### src/rtl/root_pkg.sv
// Shared constants and types for the nth-root engine arbiter.
package root_pkg;

  // Q10.10 result format
  localparam int unsigned QIntW  = 10;
  localparam int unsigned QFracW = 10;
  localparam int unsigned QOutW  = QIntW + QFracW;

  // Default request operand widths
  localparam int unsigned DefD1W = 10;
  localparam int unsigned DefD2W = 3;

  // Engine watchdog
  localparam int unsigned TmoCntW    = 8;
  localparam int unsigned DefTimeout = 255;

  typedef enum logic [1:0] {
    StIdle,
    StIssue,
    StBusy,
    StResp
  } state_e;

endpackage

### src/rtl/rr_arbiter.sv
// Combinational round-robin picker: first set request at or above ptr_i, wrapping.
module rr_arbiter #(
  parameter int unsigned NUM_REQ = 4,
  parameter int unsigned ID_W    = 2
) (
  input  logic [NUM_REQ-1:0] req_i,
  input  logic [ID_W-1:0]    ptr_i,
  output logic [NUM_REQ-1:0] gnt_o,
  output logic [ID_W-1:0]    id_o,
  output logic               any_o
);

  // Scan NUM_REQ positions starting at the pointer; the first hit wins.
  always_comb begin
    int unsigned idx;
    logic [ID_W-1:0] idx_w;
    gnt_o = '0;
    id_o  = '0;
    any_o = 1'b0;
    idx   = 0;
    idx_w = '0;
    for (int unsigned i = 0; i < NUM_REQ; i++) begin
      idx = 32'(ptr_i) + i;
      if (idx >= NUM_REQ) idx = idx - NUM_REQ;
      idx_w = ID_W'(idx);
      if (!any_o && req_i[idx_w]) begin
        gnt_o[idx_w] = 1'b1;
        id_o         = idx_w;
        any_o        = 1'b1;
      end
    end
  end

endmodule

### src/rtl/root_engine_arbiter.sv
// Shares one Q10.10 nth-root engine between NUM_REQ requesters in round-robin order.
// Exponent 0 is answered locally with an error; a hung engine is aborted by a watchdog.
module root_engine_arbiter
  import root_pkg::*;
#(
  parameter int unsigned NUM_REQ = 4,
  parameter int unsigned ID_W    = 2,
  parameter int unsigned D1_W    = DefD1W,
  parameter int unsigned D2_W    = DefD2W,
  parameter int unsigned OUT_W   = QOutW,
  parameter int unsigned TIMEOUT = DefTimeout
) (
  input  logic                    clk,
  input  logic                    rst,
  input  logic [NUM_REQ-1:0]      req_valid,
  output logic [NUM_REQ-1:0]      req_ready,
  input  logic [NUM_REQ*D1_W-1:0] req_data_1,
  input  logic [NUM_REQ*D2_W-1:0] req_data_2,
  output logic                    eng_in_valid,
  output logic [D1_W-1:0]         eng_in_data_1,
  output logic [D2_W-1:0]         eng_in_data_2,
  input  logic                    eng_out_valid,
  input  logic [OUT_W-1:0]        eng_out_data,
  output logic                    rsp_valid,
  input  logic                    rsp_ready,
  output logic [ID_W-1:0]         rsp_id,
  output logic [OUT_W-1:0]        rsp_data,
  output logic                    rsp_err,
  output logic                    busy
);

  state_e               state_q, state_d;
  logic [ID_W-1:0]      ptr_q, ptr_d;
  logic [ID_W-1:0]      id_q, id_d;
  logic [D1_W-1:0]      op1_q, op1_d;
  logic [D2_W-1:0]      op2_q, op2_d;
  logic [OUT_W-1:0]     data_q, data_d;
  logic                 err_q, err_d;
  logic [TmoCntW-1:0]   cnt_q, cnt_d;

  logic [NUM_REQ-1:0]   gnt;
  logic [ID_W-1:0]      win_id;
  logic                 win_any;
  logic [D1_W-1:0]      req_d1 [NUM_REQ];
  logic [D2_W-1:0]      req_d2 [NUM_REQ];

  rr_arbiter #(
    .NUM_REQ (NUM_REQ),
    .ID_W    (ID_W)
  ) u_rr_arbiter (
    .req_i (req_valid),
    .ptr_i (ptr_q),
    .gnt_o (gnt),
    .id_o  (win_id),
    .any_o (win_any)
  );

  // Unpack the per-requester operand slices.
  always_comb begin
    for (int unsigned i = 0; i < NUM_REQ; i++) begin
      req_d1[i] = req_data_1[i*D1_W +: D1_W];
      req_d2[i] = req_data_2[i*D2_W +: D2_W];
    end
  end

  // Next-state logic for the grant/issue/wait/respond sequence.
  always_comb begin
    state_d = state_q;
    ptr_d   = ptr_q;
    id_d    = id_q;
    op1_d   = op1_q;
    op2_d   = op2_q;
    data_d  = data_q;
    err_d   = err_q;
    cnt_d   = cnt_q;
    unique case (state_q)
      StIdle: begin
        if (win_any) begin
          id_d  = win_id;
          op1_d = req_d1[win_id];
          op2_d = req_d2[win_id];
          if (req_d2[win_id] == '0) begin
            // Zeroth root is undefined: answer without touching the engine.
            data_d  = '0;
            err_d   = 1'b1;
            state_d = StResp;
          end else begin
            state_d = StIssue;
          end
        end
      end
      StIssue: begin
        cnt_d   = '0;
        state_d = StBusy;
      end
      StBusy: begin
        if (eng_out_valid) begin
          data_d  = eng_out_data;
          err_d   = 1'b0;
          state_d = StResp;
        end else if (cnt_q == TmoCntW'(TIMEOUT - 1)) begin
          data_d  = '0;
          err_d   = 1'b1;
          state_d = StResp;
        end else begin
          cnt_d = cnt_q + 1'b1;
        end
      end
      StResp: begin
        if (rsp_ready) begin
          ptr_d   = (id_q == ID_W'(NUM_REQ - 1)) ? '0 : id_q + 1'b1;
          state_d = StIdle;
        end
      end
      default: state_d = StIdle;
    endcase
  end

  // State and datapath registers; reset discards any in-flight request.
  always_ff @(posedge clk or posedge rst) begin
    if (rst) begin
      state_q <= StIdle;
      ptr_q   <= '0;
      id_q    <= '0;
      op1_q   <= '0;
      op2_q   <= '0;
      data_q  <= '0;
      err_q   <= 1'b0;
      cnt_q   <= '0;
    end else begin
      state_q <= state_d;
      ptr_q   <= ptr_d;
      id_q    <= id_d;
      op1_q   <= op1_d;
      op2_q   <= op2_d;
      data_q  <= data_d;
      err_q   <= err_d;
      cnt_q   <= cnt_d;
    end
  end

  // Grant is only offered in IDLE; gated by rst so outputs read 0 during reset.
  assign req_ready     = (state_q == StIdle && !rst) ? gnt : '0;
  assign eng_in_valid  = (state_q == StIssue);
  assign eng_in_data_1 = op1_q;
  assign eng_in_data_2 = op2_q;
  assign rsp_valid     = (state_q == StResp);
  assign rsp_id        = id_q;
  assign rsp_data      = data_q;
  assign rsp_err       = err_q;
  assign busy          = (state_q != StIdle);

endmodule

### config.mk
export PLATFORM = sky130hd
export DESIGN_NAME = root_engine_arbiter
export DESIGN_NICKNAME = d
export VERILOG_FILES = /design/src/rtl/root_pkg.sv /design/src/rtl/rr_arbiter.sv /design/src/rtl/root_engine_arbiter.sv
export SDC_FILE = /design/constraint.sdc
export NUM_CORES = 1
export LEC_CHECK = 0
export BUFFER_PORTS_ARGS = -buffer_cell sky130_fd_sc_hd__buf_2
export CAP_MARGIN = 20
export CORE_ASPECT_RATIO = 0.8
export CORE_UTILIZATION = 45
export DETAILED_ROUTE_END_ITERATION = 10
export PLACE_DENSITY = 0.82
export SLEW_MARGIN = 10
export SYNTH_ARGS = -nofsm -noshare
export SYNTH_HDL_FRONTEND = slang
export SYNTH_SLANG_ARGS = --single-unit
### constraint.sdc
create_clock -name clk -period 3.85 [get_ports clk]
set_input_delay 0.385 -clock clk [delete_from_list [all_inputs] [get_ports clk]]
set_output_delay 0.385 -clock clk [all_outputs]
set_load 0.02 [all_outputs]
==> flow_summary.ini <==
[placement]
gp_congestion = 0.897
io_buffers = 122
dp_hpwl_um = 5800

[clock_network]
clkTransAtPathRegs_ns = 0.09
cts-root-buf = clkbuf_8
cts_buffers = 5
clock_latency_ns = 0.30
clock-sinks = 48
cts_buffer_depth = 2
post_cts_resized = 0
holdBufCountCts = 0
postCtsSetupRepairBufs = 0
tritoncts = done
htree_levels = 2

[yosys]
ys_seq_area_share_pct = 36.7
ys.flop_type = dfrtp_1
yosysWarnings = 0
syn-num-nets = 416
synthArstFlopShare_pct = 100
synth_edf_count = 0
syn_area_um2 = 3270
synth_cell_types = 51
syn_avg_cell_area_um2 = 10.2
netlist_instances = 321
synth_seq_cells = 48

[power]
switching_power_mw = 1.56
powerDensity_nw_per_um2 = 829
p_sw_share_pct = 46.5
p_leak_nw = 2.16
p_comb_share_pct = 66.2
p_int_mw = 1.80
clkPwrFrac_pct = 9.4
seq_power_share_pct = 24.4
peakVddDrop_mv = 0.289

[setup_path]
cp_data_arrival_time_ns = 3.84
cp_slowest_cell = mux4_2
crit_start = ptr_q[0]$_DFFE_PP0P_
required_ns = 4.04
crit_family = multiplexers
timing.rr.end = rsp_data[19]$_DFFE_PP0P_
worstReg2RegStart = ptr_q[0]$_DFFE_PP0P_
slowest_delay_ns = 0.58
crit_path_start_kind = register
rr_worst_depth = 12
end_kind = register
crit_top_cell = buf_4
worstPathCellList = inv_1 -> ha_4 -> mux4_2 -> nor2b_2 -> or2_2 -> mux2i_4 -> buf_4 -> a211oi_1 -> o41ai_4 -> nand2_2 -> buf_4 -> mux2_4
reg2reg_slack_ns = 0.20
cp.buffers_inverters = 3
path_class = register to register
crit_path_max_fanout = 25

[floorplanning]
core_um2 = 6960
die_x_um = 97.3
initial_core_util_pct = 47.0
die-area_um2 = 7620
die_y_um = 78.3
ios = 123
rows = 27

[global_routing]
grt_max_degree = 50
grt_pass1_wl_um = 12400
antenna_found_initial = 0
grt-ovfl-total = 0
track_usage_pct = 19.9
grt_pass1_vias = 2705

[layout]
syn_to_final_growth_pct = 24.1
seqCellArea_um2 = 1200
multi_input_area_um2 = 1940
final_common_cell = buf_2
antenna_cells = 0
layout_common_cells = 122 x buf_2, 48 x dfrtp_1, 39 x nand2_1, 33 x o21ai_0, 21 x and3_1
nets = 533
layout-drive-gt1-share_pct = 42.8
fillers = 556

[routing]
wl_per_cell_um = 14.6
wirelength_um = 7680
drt-initial-drc-count = 118
via_per_inst = 5.40
drtAntennaViolNets = 0
first_pass_iters = 4
drc = 0
vias = 2839

[timing]
skew_ns = 0.00906
fin_crit_ns = 3.65
setup_viol = 0
fmax_mhz = 274
fin_hold_ws_ns = 0.231
max_slew_margin_pct = 45.4
slew_violations = 0
tns_ns = 0
worst_pin_slew_ns = 0.812
fin_crit_sh_pct = 94.9
hold_viol = 0
rsz0062_at_grt = no

[outcome]
status = complete, no violations

[run]
drv_cap = 0

[worst_hold_path]
hold_class = primary input to asynchronous set/reset pin
-- worst reg2reg max path, stage by stage, from the launching register on --
cell and delay (ns):
dfrtp_1 0.38, inv_1 0.12, ha_4 0.32, mux4_2 0.58
nor2b_2 0.23, or2_2 0.20, mux2i_4 0.09, buf_4 0.28
a211oi_1 0.42, o41ai_4 0.16, nand2_2 0.09, buf_4 0.34
mux2_4 0.35
-- power by group through the flow --
stage	registers (mW)	logic, mW	clock network (mW)
floorplan	1.02	1.51	0
global placement	0.824	2.17	0
detailed placement	0.828	2.23	0
CTS	0.821	2.23	0.321
global route	0.845	2.44	0.343
finish	0.822	2.23	0.317
-- cell usage after synthesis, drive strengths merged, types with 3 or more instances --
cell type | instances | area [µm²]
a2111oi | 3 | 45.1
a21oi | 6 | 30.0
a221oi | 5 | 43.8
a22oi | 4 | 30.0
and3 | 21 | 131
buf | 6 | 48.8
clkbuf | 14 | 52.6
dfrtp | 48 | 1200
ha | 15 | 188
inv | 12 | 45.0
mux2 | 36 | 480
mux2i | 15 | 163
mux4 | 4 | 93.8
nand2 | 40 | 153
nand4 | 3 | 18.8
nor2 | 17 | 63.8
nor2b | 4 | 27.5
nor3 | 3 | 15.0
o21ai | 33 | 165
xor2 | 3 | 26.3
-- cell type report --
class                           count  area share, %
Clock buffer                        6           2.03
Clock inverter                      2          0.370
Inverter                           12           1.11
Multi-Input combinational cell    241           47.7
Sequential cell                    48           29.6
Tap cell                           87           2.68
Timing Repair Buffer              130           16.5
-- through the flow --
| step | worst slack [ns] | cells | util [%] | total power [mW] | area, µm² |
|---|---|---|---|---|---|
| 2_1_floorplan | 0.0653 | 321 | - | 2.53 | 3290 |
| 3_3_place_gp | 0.324 | 518 | 56.9 | 2.99 | 3960 |
| 3_5_place_dp | 0.230 | 518 | 56.9 | 3.06 | 3960 |
| 4_1_cts | 0.212 | 526 | 58.3 | 3.38 | 4060 |
| 5_1_grt | 0.0116 | 526 | 58.3 | 3.63 | 4060 |
| 6_report | 0.195 | 526 | 58.3 | 3.36 | 4060 |
-- flip-flops by register name, indices dropped and copies added (netlist names) --
register       flops
rsp_err            1
ptr_q              2
eng_in_data_1     10
state_q            2
rsp_id             2
rsp_data          20
eng_in_data_2      3
cnt_q              8
-- logic make-up (layout without fill, tap and decap cells) --
family | after synthesis | after routing | synth area share, %
XOR/XNOR | 4 | 4 | 1.07
AND/OR/NAND/NOR | 100 | 100 | 15.0
AO/OA/AOI/OAI | 67 | 67 | 14.5
buffers and inverters | 32 | 150 | 4.47
adder cells (fa/ha/maj) | 15 | 15 | 5.74
multiplexers | 55 | 55 | 22.5
flip-flops | 48 | 48 | 36.7
-- how the worst max path moves through the flow --
stage,slack (ns),depth (start not counted),end
finish,0.20,12,rsp_data[19]$_DFFE_PP0P_
global route,0.01,12,rsp_data[19]$_DFFE_PP0P_
CTS,0.21,10,rsp_data[8]$_DFFE_PP0P_
detailed placement,0.23,10,rsp_data[8]$_DFFE_PP0P_
global placement,0.32,10,rsp_data[8]$_DFFE_PP0P_
floorplan,0.07,13,rsp_data[0]$_DFFE_PP0P_
-- layer usage --
layer  vias to the layer above  part of all wire (%)  track usage (%)
met5                         -                     0                0
met4                         0                  0.63             3.38
met3                         7                   5.8             3.38
met2                       109                    47             34.2
met1                      1333                    46             26.9
li1                       1390                     -                -
No activity file was read; power rests on OpenSTA's default activity.
